<file path="config.mk">
export PLATFORM = sky130hd
export DESIGN_NAME = array_19_port_ctrl_flat
export DESIGN_NICKNAME = d
export VERILOG_FILES = /design/src/rtl/array_19_pkg.sv /design/src/rtl/array_19_port_ctrl_if.sv /design/src/rtl/array_19_resp_fifo.sv /design/src/rtl/array_19_port_ctrl.sv /design/src/flat_wrapper.sv
export SDC_FILE = /design/constraint.sdc
export NUM_CORES = 1
export LEC_CHECK = 0
export ABC_AREA = 1
export ABC_CLOCK_PERIOD_IN_PS = 9660
export CAP_MARGIN = 25
export CORE_AREA = 4 4 229 231
export CTS_CLUSTER_SIZE = 14
export DETAILED_ROUTE_END_ITERATION = 10
export DIE_AREA = 0 0 233 235
export GPL_ROUTABILITY_DRIVEN = 0
export PLACE_DENSITY = 0.62
export SLEW_MARGIN = 20
export SYNTH_ARGS = -nofsm -noshare
export SYNTH_HDL_FRONTEND = slang
export SYNTH_SLANG_ARGS = --single-unit
</file>
<file path="constraint.sdc">
create_clock -name clock -period 9.66 [get_ports clock]
set_input_delay 1.932 -clock clock [delete_from_list [all_inputs] [get_ports clock]]
set_output_delay 1.932 -clock clock [all_outputs]
set_load 0.05 [all_outputs]
</file>
<file path="src/rtl/array_19_pkg.sv">
// Shared defaults and types for the array_19 SRAM front-end.
package array_19_pkg;

   localparam int unsigned ADDR_W_DEFAULT = 12;
   localparam int unsigned DATA_W_DEFAULT = 137;
   localparam int unsigned RESP_DEPTH_MIN = 2;

   typedef enum logic {
      GRANT_WRITE = 1'b0,
      GRANT_READ  = 1'b1
   } grant_e;

endpackage

</file>
<file path="src/rtl/array_19_port_ctrl_if.sv">
// Request/response streams plus the RW0 macro port of the array_19 controller.
interface array_19_port_ctrl_if
   import array_19_pkg::*;
#(
   parameter int unsigned ADDR_W = ADDR_W_DEFAULT,
   parameter int unsigned DATA_W = DATA_W_DEFAULT
);

   logic              wr_valid;
   logic              wr_ready;
   logic [ADDR_W-1:0] wr_addr;
   logic [DATA_W-1:0] wr_data;

   logic              rd_valid;
   logic              rd_ready;
   logic [ADDR_W-1:0] rd_addr;

   logic              resp_valid;
   logic              resp_ready;
   logic [DATA_W-1:0] resp_data;

   logic [ADDR_W-1:0] mem_addr;
   logic              mem_en;
   logic              mem_wmode;
   logic [DATA_W-1:0] mem_wdata;
   logic [DATA_W-1:0] mem_rdata;

   // Client side: issues requests, consumes responses and models the macro
   modport master (
      output wr_valid, wr_addr, wr_data,
      output rd_valid, rd_addr,
      output resp_ready,
      output mem_rdata,
      input  wr_ready, rd_ready, resp_valid, resp_data,
      input  mem_addr, mem_en, mem_wmode, mem_wdata
   );

   modport slave (
      input  wr_valid, wr_addr, wr_data,
      input  rd_valid, rd_addr,
      input  resp_ready,
      input  mem_rdata,
      output wr_ready, rd_ready, resp_valid, resp_data,
      output mem_addr, mem_en, mem_wmode, mem_wdata
   );

endinterface

</file>
<file path="src/rtl/array_19_resp_fifo.sv">
// Circular response buffer; storage is not reset, only pointers and count.
module array_19_resp_fifo
   import array_19_pkg::*;
#(
   parameter  int unsigned DEPTH  = RESP_DEPTH_MIN,
   parameter  int unsigned DATA_W = DATA_W_DEFAULT,
   localparam int unsigned PTR_W  = $clog2(DEPTH),
   localparam int unsigned CNT_W  = PTR_W + 1
) (
   input  logic              clk,
   input  logic              rst,
   input  logic              push,
   input  logic              pop,
   input  logic [DATA_W-1:0] wdata,
   output logic [DATA_W-1:0] rdata,
   output logic [CNT_W-1:0]  count,
   output logic              full,
   output logic              empty
);

   logic [DATA_W-1:0] store [DEPTH];
   logic [PTR_W-1:0]  wr_ptr;
   logic [PTR_W-1:0]  rd_ptr;

   always_ff @(posedge clk) begin
      if (rst) begin
         wr_ptr <= '0;
         rd_ptr <= '0;
         count  <= '0;
      end else begin
         if (push) wr_ptr <= wr_ptr + 1'b1;
         if (pop)  rd_ptr <= rd_ptr + 1'b1;
         case ({push, pop})
            2'b10:   count <= count + 1'b1;
            2'b01:   count <= count - 1'b1;
            default: count <= count;
         endcase
      end
   end

   always_ff @(posedge clk) begin
      if (push) store[wr_ptr] <= wdata;
   end

   always_comb begin
      rdata = store[rd_ptr];
      full  = (count == CNT_W'(DEPTH));
      empty = (count == '0);
   end

endmodule

</file>
<file path="src/rtl/array_19_port_ctrl.sv">
// Arbitrates write and read-request streams onto the single RW0 port of
// array_19_ext and returns read data in order through a credit-limited buffer.
module array_19_port_ctrl
   import array_19_pkg::*;
#(
   parameter  int unsigned ADDR_W     = ADDR_W_DEFAULT,
   parameter  int unsigned DATA_W     = DATA_W_DEFAULT,
   parameter  int unsigned RESP_DEPTH = RESP_DEPTH_MIN,
   localparam int unsigned CNT_W      = $clog2(RESP_DEPTH) + 1
) (
   input logic                 clock,
   input logic                 reset,
   array_19_port_ctrl_if.slave bus
);

   grant_e            last_grant;
   logic              inflight;
   logic [CNT_W-1:0]  fifo_count;
   logic              fifo_full;
   logic              fifo_empty;
   logic [DATA_W-1:0] fifo_head;
   logic              push;
   logic              pop;
   logic [31:0]       credits_used;
   logic              rd_elig;
   logic              wr_req;
   logic              rd_req;
   logic              contended;
   logic              gnt_wr;
   logic              gnt_rd;

   // A read is only eligible while a buffer slot is guaranteed for its data
   always_comb begin
      credits_used = 32'(fifo_count) + 32'(inflight);
      rd_elig      = bus.rd_valid && (credits_used < RESP_DEPTH);
      wr_req       = bus.wr_valid && !reset;
      rd_req       = rd_elig && !reset;
      contended    = wr_req && rd_req;
      gnt_wr       = wr_req && (!rd_req || (last_grant == GRANT_READ));
      gnt_rd       = rd_req && (!wr_req || (last_grant == GRANT_WRITE));
   end

   always_comb begin
      bus.wr_ready  = gnt_wr;
      bus.rd_ready  = gnt_rd;
      bus.mem_en    = gnt_wr || gnt_rd;
      bus.mem_wmode = gnt_wr;
      bus.mem_addr  = gnt_rd ? bus.rd_addr : bus.wr_addr;
      bus.mem_wdata = bus.wr_data;
   end

   // mem_rdata is only valid the cycle after acceptance: forward it when the
   // buffer is empty and the consumer is ready, otherwise capture it now.
   always_comb begin
      bus.resp_valid = !reset && (!fifo_empty || inflight);
      bus.resp_data  = fifo_empty ? bus.mem_rdata : fifo_head;
      pop            = !reset && !fifo_empty && bus.resp_ready;
      push           = !reset && inflight && (!fifo_empty || !bus.resp_ready);
   end

   always_ff @(posedge clock) begin
      if (reset) begin
         inflight   <= 1'b0;
         last_grant <= GRANT_READ;
      end else begin
         inflight <= gnt_rd;
         if (contended) last_grant <= gnt_wr ? GRANT_WRITE : GRANT_READ;
      end
   end

   array_19_resp_fifo #(
      .DEPTH  (RESP_DEPTH),
      .DATA_W (DATA_W)
   ) u_resp_fifo (
      .clk   (clock),
      .rst   (reset),
      .push  (push),
      .pop   (pop),
      .wdata (bus.mem_rdata),
      .rdata (fifo_head),
      .count (fifo_count),
      .full  (fifo_full),
      .empty (fifo_empty)
   );

   a_no_overflow: assert property (@(posedge clock) disable iff (reset)
      !(push && fifo_full && !pop));

   a_depth_legal: assert property (@(posedge clock)
      (RESP_DEPTH >= RESP_DEPTH_MIN) && ((RESP_DEPTH & (RESP_DEPTH - 1)) == 0));

endmodule

</file>
<file path="src/flat_wrapper.sv">
// flat-port wrapper written by rule: the top's interface ports become plain ports
module array_19_port_ctrl_flat import array_19_pkg::*;
#(
   parameter  int unsigned ADDR_W     = ADDR_W_DEFAULT,
   parameter  int unsigned DATA_W     = DATA_W_DEFAULT,
   parameter  int unsigned RESP_DEPTH = RESP_DEPTH_MIN,
   localparam int unsigned CNT_W      = $clog2(RESP_DEPTH) + 1
)
  (clock, reset, bus_wr_valid, bus_wr_addr, bus_wr_data, bus_rd_valid, bus_rd_addr, bus_resp_ready, bus_mem_rdata, bus_wr_ready, bus_rd_ready, bus_resp_valid, bus_resp_data, bus_mem_addr, bus_mem_en, bus_mem_wmode, bus_mem_wdata);
  array_19_port_ctrl_if #(.ADDR_W(ADDR_W), .DATA_W(DATA_W)) bus_i ();
  input logic clock;
  input logic reset;
  input wire logic [$bits(bus_i.wr_valid)-1:0] bus_wr_valid;
  input wire logic [$bits(bus_i.wr_addr)-1:0] bus_wr_addr;
  input wire logic [$bits(bus_i.wr_data)-1:0] bus_wr_data;
  input wire logic [$bits(bus_i.rd_valid)-1:0] bus_rd_valid;
  input wire logic [$bits(bus_i.rd_addr)-1:0] bus_rd_addr;
  input wire logic [$bits(bus_i.resp_ready)-1:0] bus_resp_ready;
  input wire logic [$bits(bus_i.mem_rdata)-1:0] bus_mem_rdata;
  output wire logic [$bits(bus_i.wr_ready)-1:0] bus_wr_ready;
  output wire logic [$bits(bus_i.rd_ready)-1:0] bus_rd_ready;
  output wire logic [$bits(bus_i.resp_valid)-1:0] bus_resp_valid;
  output wire logic [$bits(bus_i.resp_data)-1:0] bus_resp_data;
  output wire logic [$bits(bus_i.mem_addr)-1:0] bus_mem_addr;
  output wire logic [$bits(bus_i.mem_en)-1:0] bus_mem_en;
  output wire logic [$bits(bus_i.mem_wmode)-1:0] bus_mem_wmode;
  output wire logic [$bits(bus_i.mem_wdata)-1:0] bus_mem_wdata;
  assign bus_i.wr_valid = bus_wr_valid;
  assign bus_i.wr_addr = bus_wr_addr;
  assign bus_i.wr_data = bus_wr_data;
  assign bus_i.rd_valid = bus_rd_valid;
  assign bus_i.rd_addr = bus_rd_addr;
  assign bus_i.resp_ready = bus_resp_ready;
  assign bus_i.mem_rdata = bus_mem_rdata;
  assign bus_wr_ready = bus_i.wr_ready;
  assign bus_rd_ready = bus_i.rd_ready;
  assign bus_resp_valid = bus_i.resp_valid;
  assign bus_resp_data = bus_i.resp_data;
  assign bus_mem_addr = bus_i.mem_addr;
  assign bus_mem_en = bus_i.mem_en;
  assign bus_mem_wmode = bus_i.mem_wmode;
  assign bus_mem_wdata = bus_i.mem_wdata;
  array_19_port_ctrl #(.ADDR_W(ADDR_W), .DATA_W(DATA_W), .RESP_DEPTH(RESP_DEPTH)) u_core (.clock(clock), .reset(reset), .bus(bus_i));
endmodule
</file>
Word level (Yosys, flattened, before mapping):

Memory sizes are Yosys's and may differ from the RTL's. A register that Yosys moved wholly into a read port is not among the register bits.
Index checks and enable logic that the tools add are counted.

* flip-flop bits (word level): 6
* latch bits: 0
* bits in writable memories: 274
* ROM bits: 0
* output and inout port bits: 291
* memories kept: 1

Memories
* u_core.u_resp_fifo.store: words 2, width 137, rd ports 1, clocked after Yosys merged registers in 1, wr ports 1, RTL line array_19_resp_fifo.sv:21 `logic [DATA_W-1:0] store [DEPTH];`

* $add $sub $neg: 5
* multipliers: 0
* div/mod/pow operators: 0
* order comparisons: 1
* equality and inequality tests: 2
* shifts and indexed selects: 0
* muxes and demuxes: 8
* bitwise operators: 1
* reduce and logical (&&, ||, !) cells: 23

Operators by type and width (count)
* $mux 137: 1
* $lt 32x2->1 const B: 1
* $mux 12: 1
* $logic_and 1x1->1: 11
* $logic_not 1->1: 5
* $logic_or 1x1->1: 5
* $mux 1: 5
* $pmux 2 s2: 1
* $add 2x1->3: 1
* $add 1x1->1 const B: 2
* $add 2x1->2 const B: 1
* $eq 2x1->1 const B: 1
* $eq 2x2->1 const B: 1
* $logic_not 2->1: 1
* $reduce_bool 2->1: 1
* $sub 2x1->2 const B: 1
* $not 1->1: 1

Logic depth before layout (Yosys ltp):

Gate-level depths: netlist (run 1).

* depth after elaboration: 8
* gate-level depth with buffers: 11
* depth with buffers taken out: 10

Hierarchy:

Synthesis (run 1) repeated with hierarchy kept, for this count alone.

* cells, all modules: 817
* area, all modules: 13641.8 µm²

Modules (own cells, without submodules)
* array_19_resp_fifo: times used 1, cells an instance 459, area each 10189.8 µm²
* array_19_port_ctrl: times used 1, cells an instance 358, area each 3452.1 µm²

Worst setup path before layout (run 1):

Ideal clock, no wire load.

* kind: in2reg
* start: input reset
* end: memory u_core.u_resp_fifo.store[0][0] (netlist name) (enable)
* arrival time: 7.905 ns
* data required time: 9.025 ns
* slack: 1.120 ns
* stages on the path: 3
* buffers on the path: 0
* cell sequence: nor2_1 nand2_1 nor2_1

* longest elaborated chain between the ends: 5

RTL lines
* start, declared: RTL line flat_wrapper.sv:12 `input logic reset;`
* $logic_not 1->1: RTL line array_19_port_ctrl.sv:58 `push = !reset && inflight && (!fifo_empty || !bus.resp_ready);`
* $logic_and 1x1->1 (2 in series): RTL line array_19_port_ctrl.sv:58
* $mux 1: RTL line array_19_resp_fifo.sv:42 `if (push) store[wr_ptr] <= wdata;`
* $mux 1 (not written as such): RTL line array_19_resp_fifo.sv:42
* end, declared: RTL line array_19_resp_fifo.sv:21

Every way passes these cells.

Final worst setup path (run 1):

* start: input reset
* end: output bus_rd_ready

* longest elaborated chain between the ends: 5
* elaborated cells between the ends (all ways): 6

RTL lines
* $logic_not 1->1 *: RTL line array_19_port_ctrl.sv:36, array_19_port_ctrl.sv:37
* $logic_and 1x1->1: RTL line array_19_port_ctrl.sv:36 `wr_req = bus.wr_valid && !reset;`
* $logic_not 1->1: RTL line array_19_port_ctrl.sv:40 `gnt_rd = rd_req && (!wr_req || (last_grant == GRANT_WRITE));`
* $logic_or 1x1->1: RTL line array_19_port_ctrl.sv:40
* $logic_and 1x1->1 *: RTL line array_19_port_ctrl.sv:40
* end, declared: RTL line flat_wrapper.sv:21 `output wire logic [$bits(bus_i.rd_ready)-1:0] bus_rd_ready;`

Mark *: on every way between the ends. The rest lies on a longest branch, timed or not.

==> results of run 1 <==
## layout by cell type (no fill, tap or decap)
master	Yosys	final
ha_1	1	1
clkbuf_16	0	31
nor2_1	10	9
clkinv_2	0	5
inv_6	0	2
nand2_1	312	312
clkdlybuf4s50_1	0	319
bufinv_16	0	4
nor2_4	1	2
o21ai_1	72	72
edfxtp_1	274	274
nor2_2	1	1
dfxtp_4	0	1
nand4_1	16	16
o21ai_0	203	203
nand2_2	1	1
dfxtp_1	7	6
clkbuf_1	24	6
buf_4	140	10
diode_2	0	1
nand3_1	4	4
clkinv_1	0	9
nand3_2	1	1
a21oi_1	3	3
inv_1	153	152
o21a_1	1	1
## power by group through the flow
stage	Combinational [mW]	Clock [mW]	Sequential, mW
2_1_floorplan	0.454	0	1.38
3_3_place_gp	0.516	0	1.38
3_5_place_dp	0.520	0	1.38
4_1_cts	0.522	1.20	1.35
5_1_grt	0.545	1.24	1.35
6_report	0.517	1.16	1.35
## sequential cells by signal (all words and copies together), names as in the netlist, named ones only
signal / cells
u_core.u_resp_fifo.store: 274
u_core.u_resp_fifo.wr_ptr: 1
u_core.u_resp_fifo.count: 2
u_core.u_resp_fifo.rd_ptr: 1
u_core.last_grant: 1
u_core.inflight: 1
## routing by layer
| layer | global-route usage | up-vias | share of wire |
|---|---|---|---|
| li1 | - | 4397 | - |
| met5 | 0.00268 | - | 0 |
| met3 | 0.108 | 73 | 0.17 |
| met2 | 0.273 | 490 | 0.51 |
| met1 | 0.120 | 3886 | 0.27 |
| met4 | 0.0648 | 0 | 0.052 |
## final cells by class
| class | instances | area, sq um | share of cell area |
|---|---|---|---|
| antenna | 1 | 2.50 | 0.000149 |
| clock buffer | 37 | 798 | 0.0474 |
| clock inverter | 19 | 188 | 0.0112 |
| inverter | 153 | 579 | 0.0344 |
| multi-input combinational | 626 | 2780 | 0.165 |
| sequential | 281 | 8370 | 0.497 |
| tap | 672 | 841 | 0.0500 |
| timing repair buffer | 329 | 3270 | 0.194 |
## per-stage QoR
step	power [mW]	setup WS (ns)	hold slack, ns	cells
after global routing	3.14	3.12	0.544	2118
after global placement	1.90	3.35	0.474	2061
final	3.03	3.27	0.508	2118
after floorplan	1.84	1.12	0.449	1263
after detailed placement	1.90	3.26	0.489	2061
after CTS	3.07	3.26	0.503	2117
## cell families after synthesis
kind of cell | count (synthesis)
AOI/OAI and AO/OA | 279
adders and majority gates | 1
buffers and inverters | 356
DFF | 281
and+or+nand+nor | 346
## worst paths after layout
check | startpoint | to | slack (ns) | depth (start not counted)
worst max-delay path | reset | bus_rd_ready | 3.27 | 5
worst max register to register | u_core.u_resp_fifo.count[1] | u_core.u_resp_fifo.store[0][58] | 6.74 | 6
worst min register to register | u_core.last_grant | u_core.last_grant | 0.51 | 2
worst min-delay path | u_core.last_grant | u_core.last_grant | 0.51 | 2
## synth_stat cells
| library cell | instances |
|---|---|
| buf_6 | 17 |
| inv_1 | 153 |
| nand3_1 | 4 |
| clkbuf_1 | 24 |
| nor2_1 | 10 |
| buf_4 | 140 |
| nor2_2 | 1 |
| o21ai_1 | 72 |
| dfxtp_1 | 7 |
| nand2_2 | 1 |
| nor2_4 | 1 |
| ha_1 | 1 |
| buf_2 | 15 |
| nand4_1 | 16 |
| nand3_2 | 1 |
| clkbuf_2 | 6 |
| nand2_1 | 312 |
| edfxtp_1 | 274 |
| o21a_1 | 1 |
| o21ai_0 | 203 |
| buf_8 | 1 |
| a21oi_1 | 3 |
## critical path, cell delays in order
cell,delay [ns]
clkdlybuf4s50_1,0.44
inv_1,0.47
nand4_1,0.61
inv_1,0.18
clkdlybuf4s50_1,0.82
==> results.py, run 1 <==
metrics = {
    "outcome": {
        "status": "finished, final reports clean",
    },
    "logic_synthesis": {
        "netlist-cell-type-count": 22,
        "synth_top_family_by_area": "buffers and inverters",
        "synthAdderAreaFrac": 0.000950,
        "yosys.area_share.simple": 0.103,
        "synth_top_area_cell": "edfxtp_1",
        "synth-seq-area-share": 0.635,
        "ys_seq_elements": 281,
        "synthCells": 1263,
        "yosysTopAreaCellShare": 0.625,
        "synthMuxAreaShare": 0,
        "synth_area_sq_um": 13200,
        "yosysWarnings": 0,
        "synth_compound_area_frac": 0.106,
        "synth_xor_xnor_area_share": 0,
        "synth_nets": 1567,
        "yosys-top-cells-area": "edfxtp_1, nand2_1, buf_4",
        "avgSynthCellArea_sq_um": 10.4,
    },
    "clocking": {
        "cts_num_sinks": 281,
        "hold_buffers": 0,
        "clock_latency_ns": 0.58,
        "post_cts_resized": 0,
        "cts-root-buf": "clkbuf_16",
        "cts_setup_buffers": 0,
        "cts_tree": "done",
        "cts_made_buffers": 31,
        "htreeDepth": 1,
        "clk_pin_slew_ns": 0.06,
        "clock_path_buffers": 3,
    },
    "worst_setup_path": {
        "required_ns": 7.73,
        "critPathMaxFanout": 22,
        "cp-start-kind": "primary input",
        "cp-end-kind": "output pin",
        "crit_type": "primary input to output pin",
        "arrival_ns": 4.46,
    },
    "global_route": {
        "antenna_found_initial": 2,
        "grt_max_degree": 98,
        "overflow": 0,
        "grt_pass1_wl_um": 60900,
        "grt_pass1_vias": 8542,
        "globalRouteTotalUtil": 0.151,
    },
    "die": {
        "core_sq_um": 50100,
        "chipWidth_um": 233,
        "io_pins": 594,
        "initial_core_util": 0.263,
        "placementRows": 82,
        "die_area_sq_um": 54800,
        "die-height_um": 235,
    },
    "power": {
        "power_density_nw_per_um2": 180,
        "p_leak_nw": 6.24,
        "p_comb_frac": 0.170,
        "clkPwrFrac": 0.383,
        "p_sw_mw": 0.810,
        "peakVddDrop_mv": 0.125,
        "p_seq_frac": 0.447,
        "p_sw_frac": 0.267,
        "internal_power_mw": 2.22,
    },
    "cells_and_area": {
        "area_growth_pct": 27.8,
        "nets": 1726,
        "stdcell_area_sq_um": 16800,
        "fill_cells": 5016,
        "fin_util": 0.336,
        "drive_gt1_frac": 0.0401,
    },
    "detailed_routing": {
        "drtIter0Drc": 535,
        "drtAntennaViolNets": 0,
        "firstDrtPassIters": 5,
        "wl_per_cell_um": 20.8,
        "via_per_inst": 4.18,
        "vias": 8846,
        "drc": 0,
        "wl_um": 44100,
    },
    "sta": {
        "period_needed_ns": 6.39,
        "max_freq_mhz": 156,
        "rsz0062_at_grt": "no",
        "maxSlewHeadroom": 0.341,
        "tightest_slew_ns": 0.989,
        "hold_viol": 0,
        "slew_viol_final": 0,
        "fin_tns_setup_ns": 0,
        "fin_worst_skew_ns": 0.0129,
        "finalSetupViolCount": 0,
        "period_share": 0.662,
    },
    "hold_path": {
        "hold_class": "register to register",
    },
    "placed_design": {
        "dpl_cell_area_sq_um": 15800,
        "hpwl_um": 33500,
        "numPortBuffers": 319,
    },
    "job": {
        "cap_violations": 0,
    },
}
Note: power is estimated with default switching activity, not from simulation.
==> inputs of run 2 (changes only) <==
- ABC_CLOCK_PERIOD_IN_PS: 9660 -> 6600
- clock period: 9.66 -> 6.6 ns (I/O delays scaled with it)
==> results.py, run 2 (synthesis gave the netlist of run 1 again) <==
metrics = {
    "die": {
        "initial_core_util": 0.263,
        "placementRows": 82,
        "die-height_um": 235,
        "die_area_sq_um": 54800,
        "core_sq_um": 50100,
        "chipWidth_um": 233,
        "io_pins": 594,
    },
    "cells_and_area": {
        "area_growth_pct": 27.7,
        "largest-register": "u_core.u_resp_fifo.store",
        "layout_common_cells": "clkdlybuf4s50_1, nand2_1, edfxtp_1, o21ai_0, inv_1",
        "reg_top3": "u_core.u_resp_fifo.store x274, u_core.u_resp_fifo.count x2",
        "drive_gt1_frac": 0.0375,
        "final_common_cell": "clkdlybuf4s50_1",
        "fill_cells": 5016,
        "nets": 1725,
        "largest_reg_flops": 274,
        "multi_input_area_sq_um": 2780,
        "register_area_sq_um": 8370,
        "fin_cells": 2113,
    },
    "power": {
        "p_total_mw": 4.36,
        "power_density_nw_per_um2": 259,
        "peakVddDrop_mv": 0.182,
        "p_leak_nw": 6.23,
    },
    "worst_setup_path": {
        "arrival_ns": 3.72,
        "endpoint": "bus_mem_addr[0]",
        "reg2reg_to": "u_core.u_resp_fifo.store[0][57]",
        "critPathMaxFanout": 14,
        "r2r_slack_ns": 3.84,
        "cp-start-kind": "primary input",
        "reg2reg_depth": 7,
        "r2r-start": "u_core.u_resp_fifo.count[1]",
        "startpoint": "bus_wr_valid",
        "cp-end-kind": "output pin",
        "required_ns": 5.28,
        "crit_type": "primary input to output pin",
    },
    "clocking": {
        "cts-root-buf": "clkbuf_16",
        "hold_buffers": 0,
        "clock_latency_ns": 0.58,
        "cts_made_buffers": 31,
        "htreeDepth": 1,
        "post_cts_resized": 0,
        "clock_path_buffers": 3,
        "clk_pin_slew_ns": 0.06,
        "cts_setup_buffers": 0,
        "cts_num_sinks": 281,
        "cts_tree": "done",
    },
    "sta": {
        "max_freq_mhz": 198,
        "maxSlewHeadroom": 0.325,
        "tightest_slew_ns": 1.01,
        "hold_viol": 0,
        "fin_ws_ns": 1.56,
        "whs_ns": 0.495,
        "fin_tns_setup_ns": 0,
        "fin_worst_skew_ns": 0.00998,
        "slew_viol_final": 0,
        "period_needed_ns": 5.04,
        "period_share": 0.764,
        "rsz0062_at_grt": "no",
        "finalSetupViolCount": 0,
    },
    "detailed_routing": {
        "drc": 0,
        "drtAntennaViolNets": 0,
        "vias": 8757,
        "wl_um": 42000,
        "via_per_inst": 4.14,
        "wl_per_cell_um": 19.9,
        "drtIter0Drc": 441,
        "firstDrtPassIters": 4,
    },
    "global_route": {
        "grt_pass1_wl_um": 59400,
        "grt_max_degree": 149,
        "overflow": 0,
        "globalRouteTotalUtil": 0.145,
        "antenna_found_initial": 2,
        "grt_pass1_vias": 8638,
    },
    "job": {
        "cap_violations": 0,
    },
    "placed_design": {
        "hpwl_um": 31600,
        "pre_cts_slack_ns": 1.53,
        "numPortBuffers": 319,
        "place_inst": 2060,
    },
    "hold_path": {
        "worstHoldStart": "u_core.last_grant",
        "hold_class": "register to register",
    },
    "outcome": {
        "status": "finished, final reports clean",
    },
}
## run 2: cell count changes in the layout (fill, tap and decap cells not counted), sizes merged
cell    before  now
bufinv       4    2
buf         10    9
clkinv      14    9
clkbuf      37   40
## run 2: per-layer routing
metal  up-vias  track usage  wire [um]
li1       4381            -          -
met4         4       0.0629       2150
met2       428        0.268      21700
met5         -       0.0107         90
met1      3868        0.121      12100
met3        76       0.0894       5980
## run 2: worst min-delay path by stage
stage | end | slack, ns | depth (start not counted)
floorplan | u_core.last_grant | 0.45 | 2
global route | u_core.last_grant | 0.54 | 2
detailed placement | u_core.last_grant | 0.48 | 2
CTS | u_core.last_grant | 0.49 | 2
finish | u_core.last_grant | 0.49 | 2
global placement | u_core.last_grant | 0.47 | 2
## run 2: where the power goes
group / switching, mW / internal, mW
Sequential: 0.00647 / 1.98
Combinational: 0.487 / 0.269
Clock: 0.689 / 0.934
Total: 1.18 / 3.18
## run 2: worst max-delay path: stages
cell	delay [ns]
clkdlybuf4s50_1	0.48
nand2_1	0.34
nand4_1	0.58
nand2_1	0.21
nand2_1	0.08
clkdlybuf4s50_1	0.71
## run 2: final cells by class
cell class              count  share of cell area
diodes                      1            0.000149
clock buffers              40              0.0481
clock inverters            12             0.00707
inverters                 153              0.0345
multi-input cells         626               0.165
flip-flops and latches    281               0.498
well taps                 672              0.0500
repair buffers            328               0.197
## run 2: stage by stage
stage / area [sq um] / util
after global routing: 16800 / 0.336
after detailed placement: 15900 / 0.317
after floorplan: 13200 / -
after CTS: 16800 / 0.336
final: 16800 / 0.336
after global placement: 15900 / 0.317
